$ cat src/rtl/sys_bus_axi4_master_if.sv
// AXI4 master-side channel bundle for the system-bus bridge.
// The master modport is the bridge's view, the slave modport the interconnect's.
interface sys_bus_axi4_master_if #(
    parameter int DW = 64,
    parameter int AW = 32,
    parameter int IW = 8
);
    // Write address channel
    logic [IW-1:0]   m_axi_awid;
    logic [AW-1:0]   m_axi_awaddr;
    logic [7:0]      m_axi_awlen;
    logic [2:0]      m_axi_awsize;
    logic [1:0]      m_axi_awburst;
    logic            m_axi_awvalid;
    logic            m_axi_awready;
    // Write data channel
    logic [DW-1:0]   m_axi_wdata;
    logic [DW/8-1:0] m_axi_wstrb;
    logic            m_axi_wlast;
    logic            m_axi_wvalid;
    logic            m_axi_wready;
    // Write response channel
    logic [IW-1:0]   m_axi_bid;
    logic [1:0]      m_axi_bresp;
    logic            m_axi_bvalid;
    logic            m_axi_bready;
    // Read address channel
    logic [IW-1:0]   m_axi_arid;
    logic [AW-1:0]   m_axi_araddr;
    logic [7:0]      m_axi_arlen;
    logic [2:0]      m_axi_arsize;
    logic [1:0]      m_axi_arburst;
    logic            m_axi_arvalid;
    logic            m_axi_arready;
    // Read data channel
    logic [IW-1:0]   m_axi_rid;
    logic [DW-1:0]   m_axi_rdata;
    logic [1:0]      m_axi_rresp;
    logic            m_axi_rlast;
    logic            m_axi_rvalid;
    logic            m_axi_rready;

    modport master (
        output m_axi_awid, m_axi_awaddr, m_axi_awlen, m_axi_awsize, m_axi_awburst, m_axi_awvalid,
        input  m_axi_awready,
        output m_axi_wdata, m_axi_wstrb, m_axi_wlast, m_axi_wvalid,
        input  m_axi_wready,
        input  m_axi_bid, m_axi_bresp, m_axi_bvalid,
        output m_axi_bready,
        output m_axi_arid, m_axi_araddr, m_axi_arlen, m_axi_arsize, m_axi_arburst, m_axi_arvalid,
        input  m_axi_arready,
        input  m_axi_rid, m_axi_rdata, m_axi_rresp, m_axi_rlast, m_axi_rvalid,
        output m_axi_rready
    );

    modport slave (
        input  m_axi_awid, m_axi_awaddr, m_axi_awlen, m_axi_awsize, m_axi_awburst, m_axi_awvalid,
        output m_axi_awready,
        input  m_axi_wdata, m_axi_wstrb, m_axi_wlast, m_axi_wvalid,
        output m_axi_wready,
        output m_axi_bid, m_axi_bresp, m_axi_bvalid,
        input  m_axi_bready,
        input  m_axi_arid, m_axi_araddr, m_axi_arlen, m_axi_arsize, m_axi_arburst, m_axi_arvalid,
        output m_axi_arready,
        output m_axi_rid, m_axi_rdata, m_axi_rresp, m_axi_rlast, m_axi_rvalid,
        input  m_axi_rready
    );
endinterface

$ cat src/rtl/sys_bus_axi4_master.sv
// Simple system bus to AXI4 master bridge: each wen/ren strobe becomes one
// single-beat AXI4 write or read, answered by a one-cycle ack with error flag.
// A response timeout guarantees an ack within TO+1 cycles of the strobe.
module sys_bus_axi4_master #(
    parameter int DW = 64,
    parameter int AW = 32,
    parameter int IW = 8,
    parameter int TO = 32
) (
    input  logic          clk_i,
    input  logic          rst_i,
    input  logic          bus_wen_i,
    input  logic          bus_ren_i,
    input  logic [AW-1:0] bus_addr_i,
    input  logic [DW-1:0] bus_wdata_i,
    output logic [DW-1:0] bus_rdata_o,
    output logic          bus_ack_o,
    output logic          bus_err_o,
    sys_bus_axi4_master_if.master m_axi
);

    localparam int              SIZE      = $clog2(DW/8);
    localparam int              CW        = $clog2(TO + 2);
    localparam logic [AW-1:0]   ADDR_MASK = ~AW'(DW/8 - 1);
    localparam logic [CW-1:0]   CNT_TO    = CW'(TO);
    localparam logic [CW-1:0]   CNT_ONE   = CW'(1);
    localparam logic [CW-1:0]   CNT_MAX   = '1;

    typedef enum logic [2:0] {
        S_IDLE,
        S_WR,
        S_WR_RESP,
        S_RD_ADDR,
        S_RD_DATA,
        S_DRAIN
    } state_t;

    state_t        state_q;
    logic          is_wr_q;
    logic [CW-1:0] cnt_q, cnt_d;
    logic          awvalid_q, wvalid_q, arvalid_q, bready_q, rready_q;
    logic [AW-1:0] awaddr_q, araddr_q;
    logic [DW-1:0] wdata_q, rdata_q;
    logic          ack_q, err_q;

    logic aw_hs, w_hs, ar_hs, b_hs, r_hs;
    logic aw_done, w_done, timeout;
    logic unused_sig;

    assign aw_hs   = awvalid_q & m_axi.m_axi_awready;
    assign w_hs    = wvalid_q  & m_axi.m_axi_wready;
    assign ar_hs   = arvalid_q & m_axi.m_axi_arready;
    assign b_hs    = bready_q  & m_axi.m_axi_bvalid;
    assign r_hs    = rready_q  & m_axi.m_axi_rvalid;
    // A channel is done once its valid is low or is being accepted this cycle.
    assign aw_done = ~awvalid_q | aw_hs;
    assign w_done  = ~wvalid_q  | w_hs;
    assign timeout = (cnt_q == CNT_TO);

    // IDs, last flags and the low response bit carry no meaning for single-beat OKAY/ERR decoding.
    assign unused_sig = ^{m_axi.m_axi_bid, m_axi.m_axi_rid, m_axi.m_axi_rlast,
                          m_axi.m_axi_bresp[0], m_axi.m_axi_rresp[0]};

    // Fixed single-beat, full-width, incrementing transfer attributes.
    assign m_axi.m_axi_awid    = IW'(0);
    assign m_axi.m_axi_arid    = IW'(0);
    assign m_axi.m_axi_awlen   = 8'd0;
    assign m_axi.m_axi_arlen   = 8'd0;
    assign m_axi.m_axi_awsize  = 3'(SIZE);
    assign m_axi.m_axi_arsize  = 3'(SIZE);
    assign m_axi.m_axi_awburst = 2'b01;
    assign m_axi.m_axi_arburst = 2'b01;
    assign m_axi.m_axi_wlast   = 1'b1;
    assign m_axi.m_axi_wstrb   = {(DW/8){1'b1}};

    assign m_axi.m_axi_awaddr  = awaddr_q;
    assign m_axi.m_axi_awvalid = awvalid_q;
    assign m_axi.m_axi_wdata   = wdata_q;
    assign m_axi.m_axi_wvalid  = wvalid_q;
    assign m_axi.m_axi_bready  = bready_q;
    assign m_axi.m_axi_araddr  = araddr_q;
    assign m_axi.m_axi_arvalid = arvalid_q;
    assign m_axi.m_axi_rready  = rready_q;

    assign bus_rdata_o = rdata_q;
    assign bus_ack_o   = ack_q;
    assign bus_err_o   = err_q;

    // Timeout counter: restarts at 1 on acceptance, counts busy cycles, saturates.
    always_comb begin
        // NOTE: default assignment first so every path drives cnt_d and no latch is inferred.
        cnt_d = cnt_q;
        if (state_q == S_IDLE) begin
            if (bus_wen_i || bus_ren_i) cnt_d = CNT_ONE;
        end else if (cnt_q != CNT_MAX) begin
            cnt_d = cnt_q + CNT_ONE;
        end
    end

    // Transaction FSM with all bus and AXI outputs registered.
    always_ff @(posedge clk_i or posedge rst_i) begin
        // NOTE: asynchronous reset returns every output to idle at once, even mid-handshake.
        if (rst_i) begin
            state_q   <= S_IDLE;
            is_wr_q   <= 1'b0;
            cnt_q     <= '0;
            awvalid_q <= 1'b0;
            wvalid_q  <= 1'b0;
            arvalid_q <= 1'b0;
            bready_q  <= 1'b0;
            rready_q  <= 1'b0;
            awaddr_q  <= '0;
            araddr_q  <= '0;
            wdata_q   <= '0;
            rdata_q   <= '0;
            ack_q     <= 1'b0;
            err_q     <= 1'b0;
        end else begin
            // NOTE: non-blocking assignments so every register samples pre-edge values.
            cnt_q <= cnt_d;
            ack_q <= 1'b0;
            err_q <= 1'b0;
            case (state_q)
                S_IDLE: begin
                    if (bus_wen_i) begin
                        awaddr_q  <= bus_addr_i & ADDR_MASK;
                        wdata_q   <= bus_wdata_i;
                        awvalid_q <= 1'b1;
                        wvalid_q  <= 1'b1;
                        is_wr_q   <= 1'b1;
                        state_q   <= S_WR;
                    end else if (bus_ren_i) begin
                        araddr_q  <= bus_addr_i & ADDR_MASK;
                        arvalid_q <= 1'b1;
                        is_wr_q   <= 1'b0;
                        state_q   <= S_RD_ADDR;
                    end
                end
                S_WR: begin
                    if (aw_hs) awvalid_q <= 1'b0;
                    if (w_hs)  wvalid_q  <= 1'b0;
                    if (timeout) begin
                        ack_q    <= 1'b1;
                        err_q    <= 1'b1;
                        rdata_q  <= '0;
                        bready_q <= 1'b1;
                        state_q  <= S_DRAIN;
                    end else if (aw_done && w_done) begin
                        bready_q <= 1'b1;
                        state_q  <= S_WR_RESP;
                    end
                end
                S_WR_RESP: begin
                    // A response on the timeout cycle still wins.
                    if (b_hs) begin
                        bready_q <= 1'b0;
                        ack_q    <= 1'b1;
                        err_q    <= m_axi.m_axi_bresp[1];
                        state_q  <= S_IDLE;
                    end else if (timeout) begin
                        ack_q   <= 1'b1;
                        err_q   <= 1'b1;
                        rdata_q <= '0;
                        state_q <= S_DRAIN;
                    end
                end
                S_RD_ADDR: begin
                    if (ar_hs) arvalid_q <= 1'b0;
                    if (timeout) begin
                        ack_q    <= 1'b1;
                        err_q    <= 1'b1;
                        rdata_q  <= '0;
                        rready_q <= 1'b1;
                        state_q  <= S_DRAIN;
                    end else if (ar_hs) begin
                        rready_q <= 1'b1;
                        state_q  <= S_RD_DATA;
                    end
                end
                S_RD_DATA: begin
                    if (r_hs) begin
                        rready_q <= 1'b0;
                        ack_q    <= 1'b1;
                        err_q    <= m_axi.m_axi_rresp[1];
                        rdata_q  <= m_axi.m_axi_rdata;
                        state_q  <= S_IDLE;
                    end else if (timeout) begin
                        ack_q   <= 1'b1;
                        err_q   <= 1'b1;
                        rdata_q <= '0;
                        state_q <= S_DRAIN;
                    end
                end
                S_DRAIN: begin
                    // Valids may not be withdrawn; wait out handshakes and the late response silently.
                    if (aw_hs) awvalid_q <= 1'b0;
                    if (w_hs)  wvalid_q  <= 1'b0;
                    if (ar_hs) arvalid_q <= 1'b0;
                    if (is_wr_q ? b_hs : r_hs) begin
                        bready_q <= 1'b0;
                        rready_q <= 1'b0;
                        state_q  <= S_IDLE;
                    end
                end
                default: state_q <= S_IDLE;
            endcase
        end
    end

endmodule

$ cat src/flat_wrapper.sv
// flat-port wrapper written by rule: the top's interface ports become plain ports
module sys_bus_axi4_master_flat 
#(
    parameter int DW = 64,
    parameter int AW = 32,
    parameter int IW = 8,
    parameter int TO = 32
)
  (clk_i, rst_i, bus_wen_i, bus_ren_i, bus_addr_i, bus_wdata_i, bus_rdata_o, bus_ack_o, bus_err_o, m_axi_m_axi_awid, m_axi_m_axi_awaddr, m_axi_m_axi_awlen, m_axi_m_axi_awsize, m_axi_m_axi_awburst, m_axi_m_axi_awvalid, m_axi_m_axi_awready, m_axi_m_axi_wdata, m_axi_m_axi_wstrb, m_axi_m_axi_wlast, m_axi_m_axi_wvalid, m_axi_m_axi_wready, m_axi_m_axi_bid, m_axi_m_axi_bresp, m_axi_m_axi_bvalid, m_axi_m_axi_bready, m_axi_m_axi_arid, m_axi_m_axi_araddr, m_axi_m_axi_arlen, m_axi_m_axi_arsize, m_axi_m_axi_arburst, m_axi_m_axi_arvalid, m_axi_m_axi_arready, m_axi_m_axi_rid, m_axi_m_axi_rdata, m_axi_m_axi_rresp, m_axi_m_axi_rlast, m_axi_m_axi_rvalid, m_axi_m_axi_rready);
  sys_bus_axi4_master_if #(.DW(DW), .AW(AW), .IW(IW)) m_axi_i ();
  input  logic clk_i;
  input  logic rst_i;
  input  logic bus_wen_i;
  input  logic bus_ren_i;
  input  logic [AW-1:0] bus_addr_i;
  input  logic [DW-1:0] bus_wdata_i;
  output logic [DW-1:0] bus_rdata_o;
  output logic bus_ack_o;
  output logic bus_err_o;
  output wire logic [$bits(m_axi_i.m_axi_awid)-1:0] m_axi_m_axi_awid;
  output wire logic [$bits(m_axi_i.m_axi_awaddr)-1:0] m_axi_m_axi_awaddr;
  output wire logic [$bits(m_axi_i.m_axi_awlen)-1:0] m_axi_m_axi_awlen;
  output wire logic [$bits(m_axi_i.m_axi_awsize)-1:0] m_axi_m_axi_awsize;
  output wire logic [$bits(m_axi_i.m_axi_awburst)-1:0] m_axi_m_axi_awburst;
  output wire logic [$bits(m_axi_i.m_axi_awvalid)-1:0] m_axi_m_axi_awvalid;
  input wire logic [$bits(m_axi_i.m_axi_awready)-1:0] m_axi_m_axi_awready;
  output wire logic [$bits(m_axi_i.m_axi_wdata)-1:0] m_axi_m_axi_wdata;
  output wire logic [$bits(m_axi_i.m_axi_wstrb)-1:0] m_axi_m_axi_wstrb;
  output wire logic [$bits(m_axi_i.m_axi_wlast)-1:0] m_axi_m_axi_wlast;
  output wire logic [$bits(m_axi_i.m_axi_wvalid)-1:0] m_axi_m_axi_wvalid;
  input wire logic [$bits(m_axi_i.m_axi_wready)-1:0] m_axi_m_axi_wready;
  input wire logic [$bits(m_axi_i.m_axi_bid)-1:0] m_axi_m_axi_bid;
  input wire logic [$bits(m_axi_i.m_axi_bresp)-1:0] m_axi_m_axi_bresp;
  input wire logic [$bits(m_axi_i.m_axi_bvalid)-1:0] m_axi_m_axi_bvalid;
  output wire logic [$bits(m_axi_i.m_axi_bready)-1:0] m_axi_m_axi_bready;
  output wire logic [$bits(m_axi_i.m_axi_arid)-1:0] m_axi_m_axi_arid;
  output wire logic [$bits(m_axi_i.m_axi_araddr)-1:0] m_axi_m_axi_araddr;
  output wire logic [$bits(m_axi_i.m_axi_arlen)-1:0] m_axi_m_axi_arlen;
  output wire logic [$bits(m_axi_i.m_axi_arsize)-1:0] m_axi_m_axi_arsize;
  output wire logic [$bits(m_axi_i.m_axi_arburst)-1:0] m_axi_m_axi_arburst;
  output wire logic [$bits(m_axi_i.m_axi_arvalid)-1:0] m_axi_m_axi_arvalid;
  input wire logic [$bits(m_axi_i.m_axi_arready)-1:0] m_axi_m_axi_arready;
  input wire logic [$bits(m_axi_i.m_axi_rid)-1:0] m_axi_m_axi_rid;
  input wire logic [$bits(m_axi_i.m_axi_rdata)-1:0] m_axi_m_axi_rdata;
  input wire logic [$bits(m_axi_i.m_axi_rresp)-1:0] m_axi_m_axi_rresp;
  input wire logic [$bits(m_axi_i.m_axi_rlast)-1:0] m_axi_m_axi_rlast;
  input wire logic [$bits(m_axi_i.m_axi_rvalid)-1:0] m_axi_m_axi_rvalid;
  output wire logic [$bits(m_axi_i.m_axi_rready)-1:0] m_axi_m_axi_rready;
  assign m_axi_m_axi_awid = m_axi_i.m_axi_awid;
  assign m_axi_m_axi_awaddr = m_axi_i.m_axi_awaddr;
  assign m_axi_m_axi_awlen = m_axi_i.m_axi_awlen;
  assign m_axi_m_axi_awsize = m_axi_i.m_axi_awsize;
  assign m_axi_m_axi_awburst = m_axi_i.m_axi_awburst;
  assign m_axi_m_axi_awvalid = m_axi_i.m_axi_awvalid;
  assign m_axi_i.m_axi_awready = m_axi_m_axi_awready;
  assign m_axi_m_axi_wdata = m_axi_i.m_axi_wdata;
  assign m_axi_m_axi_wstrb = m_axi_i.m_axi_wstrb;
  assign m_axi_m_axi_wlast = m_axi_i.m_axi_wlast;
  assign m_axi_m_axi_wvalid = m_axi_i.m_axi_wvalid;
  assign m_axi_i.m_axi_wready = m_axi_m_axi_wready;
  assign m_axi_i.m_axi_bid = m_axi_m_axi_bid;
  assign m_axi_i.m_axi_bresp = m_axi_m_axi_bresp;
  assign m_axi_i.m_axi_bvalid = m_axi_m_axi_bvalid;
  assign m_axi_m_axi_bready = m_axi_i.m_axi_bready;
  assign m_axi_m_axi_arid = m_axi_i.m_axi_arid;
  assign m_axi_m_axi_araddr = m_axi_i.m_axi_araddr;
  assign m_axi_m_axi_arlen = m_axi_i.m_axi_arlen;
  assign m_axi_m_axi_arsize = m_axi_i.m_axi_arsize;
  assign m_axi_m_axi_arburst = m_axi_i.m_axi_arburst;
  assign m_axi_m_axi_arvalid = m_axi_i.m_axi_arvalid;
  assign m_axi_i.m_axi_arready = m_axi_m_axi_arready;
  assign m_axi_i.m_axi_rid = m_axi_m_axi_rid;
  assign m_axi_i.m_axi_rdata = m_axi_m_axi_rdata;
  assign m_axi_i.m_axi_rresp = m_axi_m_axi_rresp;
  assign m_axi_i.m_axi_rlast = m_axi_m_axi_rlast;
  assign m_axi_i.m_axi_rvalid = m_axi_m_axi_rvalid;
  assign m_axi_m_axi_rready = m_axi_i.m_axi_rready;
  sys_bus_axi4_master #(.DW(DW), .AW(AW), .IW(IW), .TO(TO)) u_core (.clk_i(clk_i), .rst_i(rst_i), .bus_wen_i(bus_wen_i), .bus_ren_i(bus_ren_i), .bus_addr_i(bus_addr_i), .bus_wdata_i(bus_wdata_i), .bus_rdata_o(bus_rdata_o), .bus_ack_o(bus_ack_o), .bus_err_o(bus_err_o), .m_axi(m_axi_i));
endmodule
$ cat config.mk
export PLATFORM = sky130hd
export DESIGN_NAME = sys_bus_axi4_master_flat
export DESIGN_NICKNAME = d
export VERILOG_FILES = /design/src/rtl/sys_bus_axi4_master_if.sv /design/src/rtl/sys_bus_axi4_master.sv /design/src/flat_wrapper.sv
export SDC_FILE = /design/constraint.sdc
export NUM_CORES = 1
export LEC_CHECK = 0
export CAP_MARGIN = 20
export CORE_AREA = 2 2 173 175
export DETAILED_ROUTE_END_ITERATION = 10
export DIE_AREA = 0 0 175 177
export MAX_ROUTING_LAYER = met4
export PLACE_DENSITY = 0.72
export SLEW_MARGIN = 10
export SYNTH_ARGS = -nofsm -noshare
export SYNTH_HDL_FRONTEND = slang
export SYNTH_SLANG_ARGS = --single-unit
export TNS_END_PERCENT = 5
$ cat constraint.sdc
create_clock -name clk_i -period 8.2 [get_ports clk_i]
set_input_delay 1.64 -clock clk_i [delete_from_list [all_inputs] [get_ports clk_i]]
set_output_delay 1.64 -clock clk_i [all_outputs]
set_load 0.02 [all_outputs]
==> impl_metrics.json <==
{
  "run_status": "finished clean",
  "hp-class": "reg -> reg",
  "routed_wl_mm": 22.2,
  "finalWeightedCongestion": 0.783,
  "area_grow_syn2layout_pct": 52.7,
  "timing.slew.headroom_pct": 36.0,
  "placeableCoreArea_um2": 29200,
  "worstPathArrival_ns": 3.99,
  "path_max_fanout": 58,
  "fmaxAchievable_ghz": 0.278,
  "max_slew.worst_pin.slew_ns": 0.959,
  "initial_core_util_pct": 28.6,
  "instance_area_after_placement_um2": 12000,
  "drive_gt1_share_pct": 18.0,
  "postSynthCellCount": 584,
  "htreeDepth": 1,
  "post_cts.resized_instances": 0,
  "skew_ns": 0.00964,
  "filler_cell_count": 2693,
  "cts_setup_buffers": 0,
  "finish.instance_area_um2": 12800,
  "core.rowCount": 63,
  "drc": 0,
  "post_synth.cell_area_avg_um2": 14.3,
  "final_util_pct": 43.7,
  "vias_per_cell": 4.40,
  "clock_tree_from_tritoncts": "done",
  "drv.max_cap_violation_count": 0,
  "ys_seq_elements": 203,
  "globalRouteTotalUtil_pct": 14.0,
  "final_common_cell": "sky130_fd_sc_hd__clkdlybuf4s50_1",
  "synthArstFlopShare_pct": 100,
  "pin_count_of_the_biggest_net_entering_global_routing": 130,
  "synth_area_um2": 8380,
  "finalHoldViolCount": 0,
  "rsz_0062_raised_after_global_routing": "false",
  "die_area_um2": 31000,
  "yosysSeqAreaShare_pct": 60.7,
  "synthDistinctLibCells": 43,
  "final-max-slew-violation-count": 0,
  "grt_overflow_total": 0,
  "antenna_violating_nets_post_route": 0,
  "grt_first_pass_wirelength_mm": 33.9,
  "final_nets": 1133,
  "clk_path_buf_depth": 3,
  "cts_hold_repair.buffers": 0,
  "vias": 5933,
  "power-per-cell-area_nw_per_um2": 168,
  "wl_per_cell_um": 16.4,
  "clk_pin_slew_ns": 0.05,
  "totalNegativeSetupSlack_ns": 0,
  "finalSetupViolations": 0,
  "numCtsBuffers": 24,
  "critical_path_start_type": "primary input",
  "tritoncts_num_sinks": 203,
  "period_minus_slack_ns": 3.60,
  "clock_latency_ns": 0.51,
  "initialDrtViolationCount": 226,
  "dr.pass1.iters": 4,
  "die_y_um": 177,
  "critPathKind": "in -> reg",
  "die-width_um": 175,
  "vdd.ir_drop.worst_mv": 0.149,
  "number_of_global_route_vias_before_repair": 6165,
  "final_cell_mix": "sky130_fd_sc_hd__clkdlybuf4s50_1, sky130_fd_sc_hd__dfrtp_1, sky130_fd_sc_hd__mux2_2, sky130_fd_sc_hd__a22o_1, sky130_fd_sc_hd__conb_1",
  "min_period_over_period_pct": 43.9,
  "place.detailed.hpwl_mm": 15.4,
  "ys.flop_type": "sky130_fd_sc_hd__dfrtp_1",
  "critical_path.endpoint_type": "flop",
  "boundaryPins": 440,
  "p_leak_nw": 5.81,
  "critPathRequiredTime_ns": 8.58,
  "root_buffer": "sky130_fd_sc_hd__clkbuf_16",
  "io_buffers": 360,
  "yosysWarnings": 0,
  "grt_antenna_before_repair": 1,
  "number_of_enable_flip_flop_cells_after_synthesis": 0
}
-- synthesized netlist by cell type, drive strengths merged (2+ instances only) --
| master | number | share of area [%] |
|---|---|---|
| conb | 2 | 0.090 |
| nand2 | 19 | 0.85 |
| ha | 2 | 0.30 |
| o211ai | 3 | 0.27 |
| and3 | 4 | 0.30 |
| and2 | 3 | 0.22 |
| buf | 86 | 8.1 |
| o21ai | 5 | 0.30 |
| o31ai | 2 | 0.18 |
| mux2 | 123 | 17 |
| nor2 | 14 | 0.63 |
| nand2b | 3 | 0.22 |
| nand3 | 2 | 0.12 |
| a21oi | 9 | 0.58 |
| a22o | 64 | 6.7 |
| inv | 6 | 0.27 |
| clkbuf | 3 | 0.13 |
| nor2b | 3 | 0.22 |
| o22ai | 4 | 0.46 |
| xor2 | 3 | 0.31 |
| dfrtp | 203 | 61 |
| nor3 | 4 | 0.37 |
| a21o | 2 | 0.18 |
| nor3b | 2 | 0.31 |
| a211oi | 3 | 0.27 |
-- state kept, by name (all words and copies together) (netlist names), 3 cells and up --
register,count
u_core.cnt_q,6
u_core.state_q,3
u_core.bus_rdata_o,64
u_core.m_axi.m_axi_awaddr,29
u_core.m_axi.m_axi_araddr,29
u_core.m_axi.m_axi_wdata,64
-- per-layer routing --
metal	vias up	GRT usage [%]	share of wire [%]
met1	2921	16.8	40
met2	295	22.4	49
met3	30	4.75	9.8
li1	2687	-	-
met4	0	3.96	1.8
met5	-	-	0
-- cells by family (layout without fill, tap and decap cells) --
logic type | count (synthesis) | after routing | share of synthesized area, %
flip-flops | 203 | 203 | 60.7
adder cells (fa/ha/maj) | 2 | 2 | 0.299
other | 2 | 58 | 0.0897
AND/OR/NAND/NOR | 56 | 56 | 3.41
buffers and inverters | 95 | 413 | 8.52
AO/OA/AOI/OAI | 100 | 100 | 9.74
XOR/XNOR | 3 | 3 | 0.314
multiplexers | 123 | 123 | 17.0
-- through the flow --
step / power [mW] / instances / worst slack, ns / hold slack (ns)
finish: 2.15 / 1348 / 4.60 / 0.495
global route: 2.25 / 1348 / 4.50 / 0.512
CTS: 2.19 / 1347 / 4.58 / 0.502
detailed placement: 1.15 / 1305 / 4.05 / 0.480
global placement: 1.15 / 1305 / 4.07 / 0.482
floorplan: 1.08 / 639 / 1.02 / 0.458
-- path summary, 6_finish.rpt --
kind | from | end | slack, ns | cells past startpoint
min reg2reg | u_core.bus_rdata_o[2] | u_core.bus_rdata_o[2] | 0.50 | 1
max in group asynchronous | rst_i | u_core.bus_rdata_o[43] | 4.88 | 3
max | bus_wen_i | u_core.m_axi.m_axi_wdata[53] | 4.60 | 4
min in group asynchronous | rst_i | u_core.bus_rdata_o[15] | 1.65 | 2
max reg2reg | u_core.state_q[0] | u_core.m_axi.m_axi_wdata[53] | 5.25 | 4
min | u_core.bus_rdata_o[2] | u_core.bus_rdata_o[2] | 0.50 | 1
-- cell type report --
type | count | area (um2) | area share (%)
clock inverter | 5 | 31.3 | 0.245
antenna | 1 | 2.50 | 0.0196
clock buffer | 37 | 721 | 5.64
sequential | 203 | 5080 | 39.7
inverter | 6 | 30.0 | 0.235
tap | 390 | 488 | 3.82
multi-input combinational | 341 | 2800 | 21.9
timing repair buffer | 365 | 3640 | 28.5
-- critical path: stages --
cell and delay (ns):
sky130_fd_sc_hd__clkdlybuf4s50_1 0.57, sky130_fd_sc_hd__and2_4 0.56, sky130_fd_sc_hd__buf_4 0.71, sky130_fd_sc_hd__mux2_2 0.42
-- power breakdown --
part / total, mW / switching (mW) / internal, mW / leakage (nW)
sequential: 1.00 / 0 / 1.00 / 2.80
combinational: 0.127 / 0.0568 / 0.0705 / 2.65
clock: 1.02 / 0.413 / 0.602 / 0.369
(Power assumes the default switching activity.)
